<file path="src/rtl/mc_issuer.sv">
// -----------------------------------------------------------------------------
// mc_issuer
// Initiator side of the OpRdy/ResRdy operand handshake for a multicycle unit.
// An operand pair taken from the upstream stream is presented on op0/op1 and
// announced by a single-cycle OpRdy pulse. The issuer then waits for ResRdy,
// stores res in a small result FIFO and returns to IDLE. Only one job is in
// flight at a time. If ResRdy does not arrive within TIMEOUT wait cycles, the
// job is dropped and the sticky timeout_err flag is set.
//
// Parameters
//   WIDTH      operand/result width
//   RES_DEPTH  result FIFO entries (power of 2, >= 2)
//   TIMEOUT    wait cycles allowed for ResRdy after OpRdy (>= 1)
//
// Ports
//   clk, rst            clock (rising edge), synchronous active-high reset
//   in_valid/in_ready   upstream handshake, in_a/in_b operand pair
//   OpRdy, op0, op1     issue pulse and operands to the multicycle unit
//   ResRdy, res         result pulse and result from the multicycle unit
//   out_valid/out_ready downstream handshake, out_res FIFO head
//   busy                state machine is not IDLE
//   timeout_err         sticky timeout flag, cleared only by rst
//
// Optional build macro MC_ISSUER_STATS_EN adds done_cnt (results pushed) and
// late_cnt (ResRdy seen in IDLE/ISSUE), both 16-bit wrapping counters.
// -----------------------------------------------------------------------------
module mc_issuer #(
    parameter int WIDTH     = 32,
    parameter int RES_DEPTH = 2,
    parameter int TIMEOUT   = 15
) (
    input  logic             clk,
    input  logic             rst,
    input  logic             in_valid,
    output logic             in_ready,
    input  logic [WIDTH-1:0] in_a,
    input  logic [WIDTH-1:0] in_b,
    output logic             OpRdy,
    output logic [WIDTH-1:0] op0,
    output logic [WIDTH-1:0] op1,
    input  logic             ResRdy,
    input  logic [WIDTH-1:0] res,
    output logic             out_valid,
    input  logic             out_ready,
    output logic [WIDTH-1:0] out_res,
    output logic             busy,
    output logic             timeout_err
`ifdef MC_ISSUER_STATS_EN
    ,
    output logic [15:0]      done_cnt,
    output logic [15:0]      late_cnt
`endif
);

    localparam int CNT_W  = $clog2(TIMEOUT + 1);
    localparam int PTR_W  = $clog2(RES_DEPTH);
    localparam int FCNT_W = $clog2(RES_DEPTH + 1);

    // Counter value seen during wait cycle TIMEOUT (wait cycle n holds n-1).
    localparam logic [CNT_W-1:0]  WAIT_LAST = CNT_W'(TIMEOUT - 1);
    localparam logic [FCNT_W-1:0] FIFO_FULL = FCNT_W'(RES_DEPTH);

    typedef enum logic [1:0] {
        S_IDLE  = 2'd0,
        S_ISSUE = 2'd1,
        S_WAIT  = 2'd2
    } state_t;

    state_t              state_q,  state_d;
    logic                oprdy_q,  oprdy_d;
    logic [WIDTH-1:0]    op0_q,    op0_d;
    logic [WIDTH-1:0]    op1_q,    op1_d;
    logic [CNT_W-1:0]    wcnt_q,   wcnt_d;
    logic                terr_q,   terr_d;
    logic [PTR_W-1:0]    wr_ptr_q, wr_ptr_d;
    logic [PTR_W-1:0]    rd_ptr_q, rd_ptr_d;
    logic [FCNT_W-1:0]   fcnt_q,   fcnt_d;

    logic [WIDTH-1:0]    mem [RES_DEPTH];

    logic                accept;
    logic                push;
    logic                pop;

    // Handshake decodes
    assign in_ready = (state_q == S_IDLE) && (fcnt_q < FIFO_FULL);
    assign accept   = in_valid && in_ready;
    assign push     = (state_q == S_WAIT) && ResRdy;
    assign out_valid = (fcnt_q != '0);
    assign pop      = out_valid && out_ready;

    // Next-state logic for the issue state machine
    always_comb begin
        state_d = state_q;
        oprdy_d = 1'b0;
        op0_d   = op0_q;
        op1_d   = op1_q;
        wcnt_d  = wcnt_q;
        terr_d  = terr_q;

        case (state_q)
            S_IDLE: begin
                if (accept) begin
                    op0_d   = in_a;
                    op1_d   = in_b;
                    oprdy_d = 1'b1;  // registered pulse lines up with ISSUE
                    state_d = S_ISSUE;
                end
            end
            S_ISSUE: begin
                wcnt_d  = '0;
                state_d = S_WAIT;
            end
            S_WAIT: begin
                // A response in the last allowed cycle still wins over timeout.
                if (ResRdy) begin
                    state_d = S_IDLE;
                end else if (wcnt_q == WAIT_LAST) begin
                    terr_d  = 1'b1;
                    state_d = S_IDLE;
                end else begin
                    wcnt_d = wcnt_q + CNT_W'(1);
                end
            end
            default: begin
                state_d = S_IDLE;
            end
        endcase
    end

    // Result FIFO pointers and occupancy
    always_comb begin
        wr_ptr_d = wr_ptr_q;
        rd_ptr_d = rd_ptr_q;
        fcnt_d   = fcnt_q;
        if (push) begin
            wr_ptr_d = wr_ptr_q + PTR_W'(1);
        end
        if (pop) begin
            rd_ptr_d = rd_ptr_q + PTR_W'(1);
        end
        case ({push, pop})
            2'b10:   fcnt_d = fcnt_q + FCNT_W'(1);
            2'b01:   fcnt_d = fcnt_q - FCNT_W'(1);
            default: fcnt_d = fcnt_q;
        endcase
    end

    always_ff @(posedge clk) begin
        if (rst) begin
            state_q  <= S_IDLE;
            oprdy_q  <= 1'b0;
            op0_q    <= '0;
            op1_q    <= '0;
            wcnt_q   <= '0;
            terr_q   <= 1'b0;
            wr_ptr_q <= '0;
            rd_ptr_q <= '0;
            fcnt_q   <= '0;
        end else begin
            state_q  <= state_d;
            oprdy_q  <= oprdy_d;
            op0_q    <= op0_d;
            op1_q    <= op1_d;
            wcnt_q   <= wcnt_d;
            terr_q   <= terr_d;
            wr_ptr_q <= wr_ptr_d;
            rd_ptr_q <= rd_ptr_d;
            fcnt_q   <= fcnt_d;
        end
    end

    // Storage needs no reset; occupancy alone decides what is valid.
    always_ff @(posedge clk) begin
        if (push) begin
            mem[wr_ptr_q] <= res;
        end
    end

    assign OpRdy       = oprdy_q;
    assign op0         = op0_q;
    assign op1         = op1_q;
    assign out_res     = mem[rd_ptr_q];
    assign busy        = (state_q != S_IDLE);
    assign timeout_err = terr_q;

`ifdef MC_ISSUER_STATS_EN
    logic [15:0] done_cnt_q, done_cnt_d;
    logic [15:0] late_cnt_q, late_cnt_d;

    // Both counters wrap naturally at 16 bits.
    always_comb begin
        done_cnt_d = done_cnt_q;
        late_cnt_d = late_cnt_q;
        if (push) begin
            done_cnt_d = done_cnt_q + 16'd1;
        end
        if (ResRdy && (state_q != S_WAIT)) begin
            late_cnt_d = late_cnt_q + 16'd1;
        end
    end

    always_ff @(posedge clk) begin
        if (rst) begin
            done_cnt_q <= '0;
            late_cnt_q <= '0;
        end else begin
            done_cnt_q <= done_cnt_d;
            late_cnt_q <= late_cnt_d;
        end
    end

    assign done_cnt = done_cnt_q;
    assign late_cnt = late_cnt_q;
`else
    // Statistics counters are not present in this build.
`endif

endmodule

</file>
<file path="config.mk">
export PLATFORM = sky130hd
export DESIGN_NAME = mc_issuer
export DESIGN_NICKNAME = d
export VERILOG_FILES = /design/src/rtl/mc_issuer.sv
export SDC_FILE = /design/constraint.sdc
export NUM_CORES = 1
export LEC_CHECK = 0
export ABC_AREA = 1
export BUFFER_PORTS_ARGS = -buffer_cell sky130_fd_sc_hd__buf_2
export CORE_ASPECT_RATIO = 0.9
export CORE_MARGIN = 3
export CORE_UTILIZATION = 41
export DETAILED_ROUTE_END_ITERATION = 12
export GPL_TIMING_DRIVEN = 0
export PLACE_DENSITY = 0.69
export SLEW_MARGIN = 10
export SYNTH_ARGS = -nofsm -noshare
export SYNTH_HDL_FRONTEND = slang
export SYNTH_SLANG_ARGS = --single-unit
</file>
<file path="constraint.sdc">
create_clock -name clk -period 4.62 [get_ports clk]
set_input_delay 0.924 -clock clk [delete_from_list [all_inputs] [get_ports clk]]
set_output_delay 0.924 -clock clk [all_outputs]
set_load 0.02 [all_outputs]
</file>
==> reports/qor.yml <==
endpoint_kind: "output pin"
crit_slowest_cell: "mux2_2"
critPathMaxStageDelay_ns: 0.37
finalCriticalPeriod_ns: 2.70
setup_slack_ns: 1.92
worst_ir_drop_vdd_v: 0.000236
dp_slack_ns: 2.33
synth_top_family_by_area: "simple AND/OR/NAND/NOR gates"
path_cells: "clkbuf_1 -> buf_2 -> mux2_2 -> buf_2"
setup_viol: 0
leakagePower_nw: 3.08
finalWirelength_um: 13600
synth.distinct_cells: 26
tritoncts: "yes"
slew_headroom: 0.510
synth-compound-area-share: 0.0914
antenna_found_initial: 0
design.die.area_um2: 15100
setup_tns_ns: 0
synth-simple-area-share: 0.160
yosys.area_share.adder: 0.00672
timing.fmax_mhz: 370
drt_iter0_drc: 207
required_ns: 3.70
area_growth_pct: 32.1
syn_inst: 464
cts.clk_slew.worst_paths_ns: 0.05
synth_area_um2: 5590
synth-xor-area-share: 0
drive_gt1_frac: 0.501
antenna_cells: 0
clock_sinks: 141
crit_family: "buffers and inverters"
critical_path.most_common_cell: "buf_2"
wl_per_cell_um: 15.8
die_h_um: 117
tightest_slew_ns: 0.734
cts_resized: 0
finClkSkew_ns: 0.00845
hp-class: "flop to flop"
rsz0062_at_grt: "false"
die_x_um: 129
syn_nets: 568
portBuffers: 200
cp_max_fo: 10
grt_pass1_wl_um: 21100
maxCapViolCount: 0
ys_seq_area_frac: 0.620
core_um2: 13000
ys_ff_latch: 141
vias: 4194
drc: 0
final_max_slew_viol_count: 0
cts_buffers: 17
grt_max_degree: 31
syn_avg_cell_area_um2: 12.0
powerDensity_nw_per_um2: 417
ys.warnings.count: 0
cts_hold_buf: 0
clock_path_buffers: 2
hold_viol_final: 0
overflow: 0
critPathKind: "flop to output pin"
cp_num_buf_inv: 3
io_pins: 202
initial_core_util: 0.430
cts-root-buf: "clkbuf_16"
htreeDepth: 4
synth_mux_area_frac: 0.0645
cts_setup_buffers: 0
first_global_vias: 4361
core.rowCount: 39
worstSkewPairLatency_ns: 0.42
cp-start-kind: "flop"
ant_nets: 0
gp_congestion: 0.872
grt_usage: 0.182
hpwl_um: 9940
dr.pass1.iters: 4
crit_arrival_ns: 1.78
status: "complete, no violations"
nets: 789
period_share: 0.585
avgViaCountPerCell: 4.87
routing by layer:
| metal | wire length, µm | track usage | part of all wire |
|---|---|---|---|
| met2 | 6400 | 0.301 | 0.47 |
| met4 | 245 | 0.0777 | 0.018 |
| met5 | 0 | 0 | 0 |
| met1 | 5410 | 0.200 | 0.40 |
| met3 | 1560 | 0.0919 | 0.11 |
cell usage after synthesis:
cell type  count  area, µm²
edfxtp_1      64       1920
inv_2          1       3.75
dfxtp_1       77       1540
o21ai_0        4       20.0
buf_2         14       70.1
o21a_1         1       7.51
nor3_1         1       5.00
inv_1          9       33.8
or2_2          1       6.26
ha_1           3       37.5
mux2_2        30        338
a21oi_2       30        263
nor2_8         1       20.0
nor2_1        11       41.3
nand2_1       81        304
or2_0          1       6.26
buf_4          2       15.0
nand2_4        1       11.3
a21oi_1       44        220
mux2_1         2       22.5
buf_6          5       56.3
clkbuf_1       6       22.5
buf_12         6        120
nand3_2       30        300
nor2_2         2       12.5
nand3_1       37        185
cells in the final DEF (no fill, tap or decap), types with 3 or more instances in the layout:
cell type | Yosys | final
inv_1 | 9 | 9
dfxtp_1 | 77 | 77
buf_12 | 6 | 8
nand3_2 | 30 | 30
nor2_1 | 11 | 9
buf_6 | 5 | 5
buf_2 | 14 | 214
clkbuf_16 | 0 | 17
nand3_1 | 37 | 37
a21oi_2 | 30 | 30
o21ai_0 | 4 | 4
ha_1 | 3 | 3
clkinv_1 | 0 | 4
edfxtp_1 | 64 | 64
nand2_1 | 81 | 81
a21oi_1 | 44 | 44
clkbuf_1 | 6 | 11
mux2_2 | 30 | 30
metrics by stage:
stage	instances	area (µm²)	hold WS [ns]	power, mW	utilization
floorplan	464	5590	0.426	1.71	-
global placement	828	6790	0.437	1.86	0.523
detailed placement	830	6850	0.450	1.88	0.527
CTS	862	7380	0.460	3.12	0.568
global route	862	7380	0.478	3.21	0.568
finish	862	7380	0.457	3.08	0.568
sequential cells by signal, indices dropped and copies added, names as in the netlist, named ones only:
signal,cells
wcnt_q,4
state_q,2
timeout_err,1
OpRdy,1
rd_ptr_q,1
fcnt_q,2
op0,32
wr_ptr_q,1
mem,64
op1,32
kinds of logic after synthesis:
family                     count (synthesis)
DFF                                      141
buffers and inverters                     43
AOI/OAI and AO/OA                         79
adders and majority gates                  3
muxes                                     32
and+or+nand+nor                          166
power breakdown:
part / internal (mW) / switching (mW)
logic: 0.188 / 0.273
registers: 1.36 / 0.0278
clock network: 0.745 / 0.483
layout make-up:
type	count	area [µm²]
fillers	1134	5600
flip-flops and latches	141	3460
multi-input cells	280	1820
repair buffers	202	1040
clock buffers	23	458
plain buffers	33	284
well taps	164	205
clock inverters	9	71.3
inverters	10	37.5
worst paths after layout:
path | start | endpoint | slack, ns | cells after the start
max | flop | out_res[28] | 1.92 | 4
min | rd_ptr_q | rd_ptr_q | 0.46 | 1
max reg2reg | state_q[1] | fcnt_q[1] | 3.01 | 10
min reg2reg | rd_ptr_q | rd_ptr_q | 0.46 | 1
(Power assumes the default switching activity.)
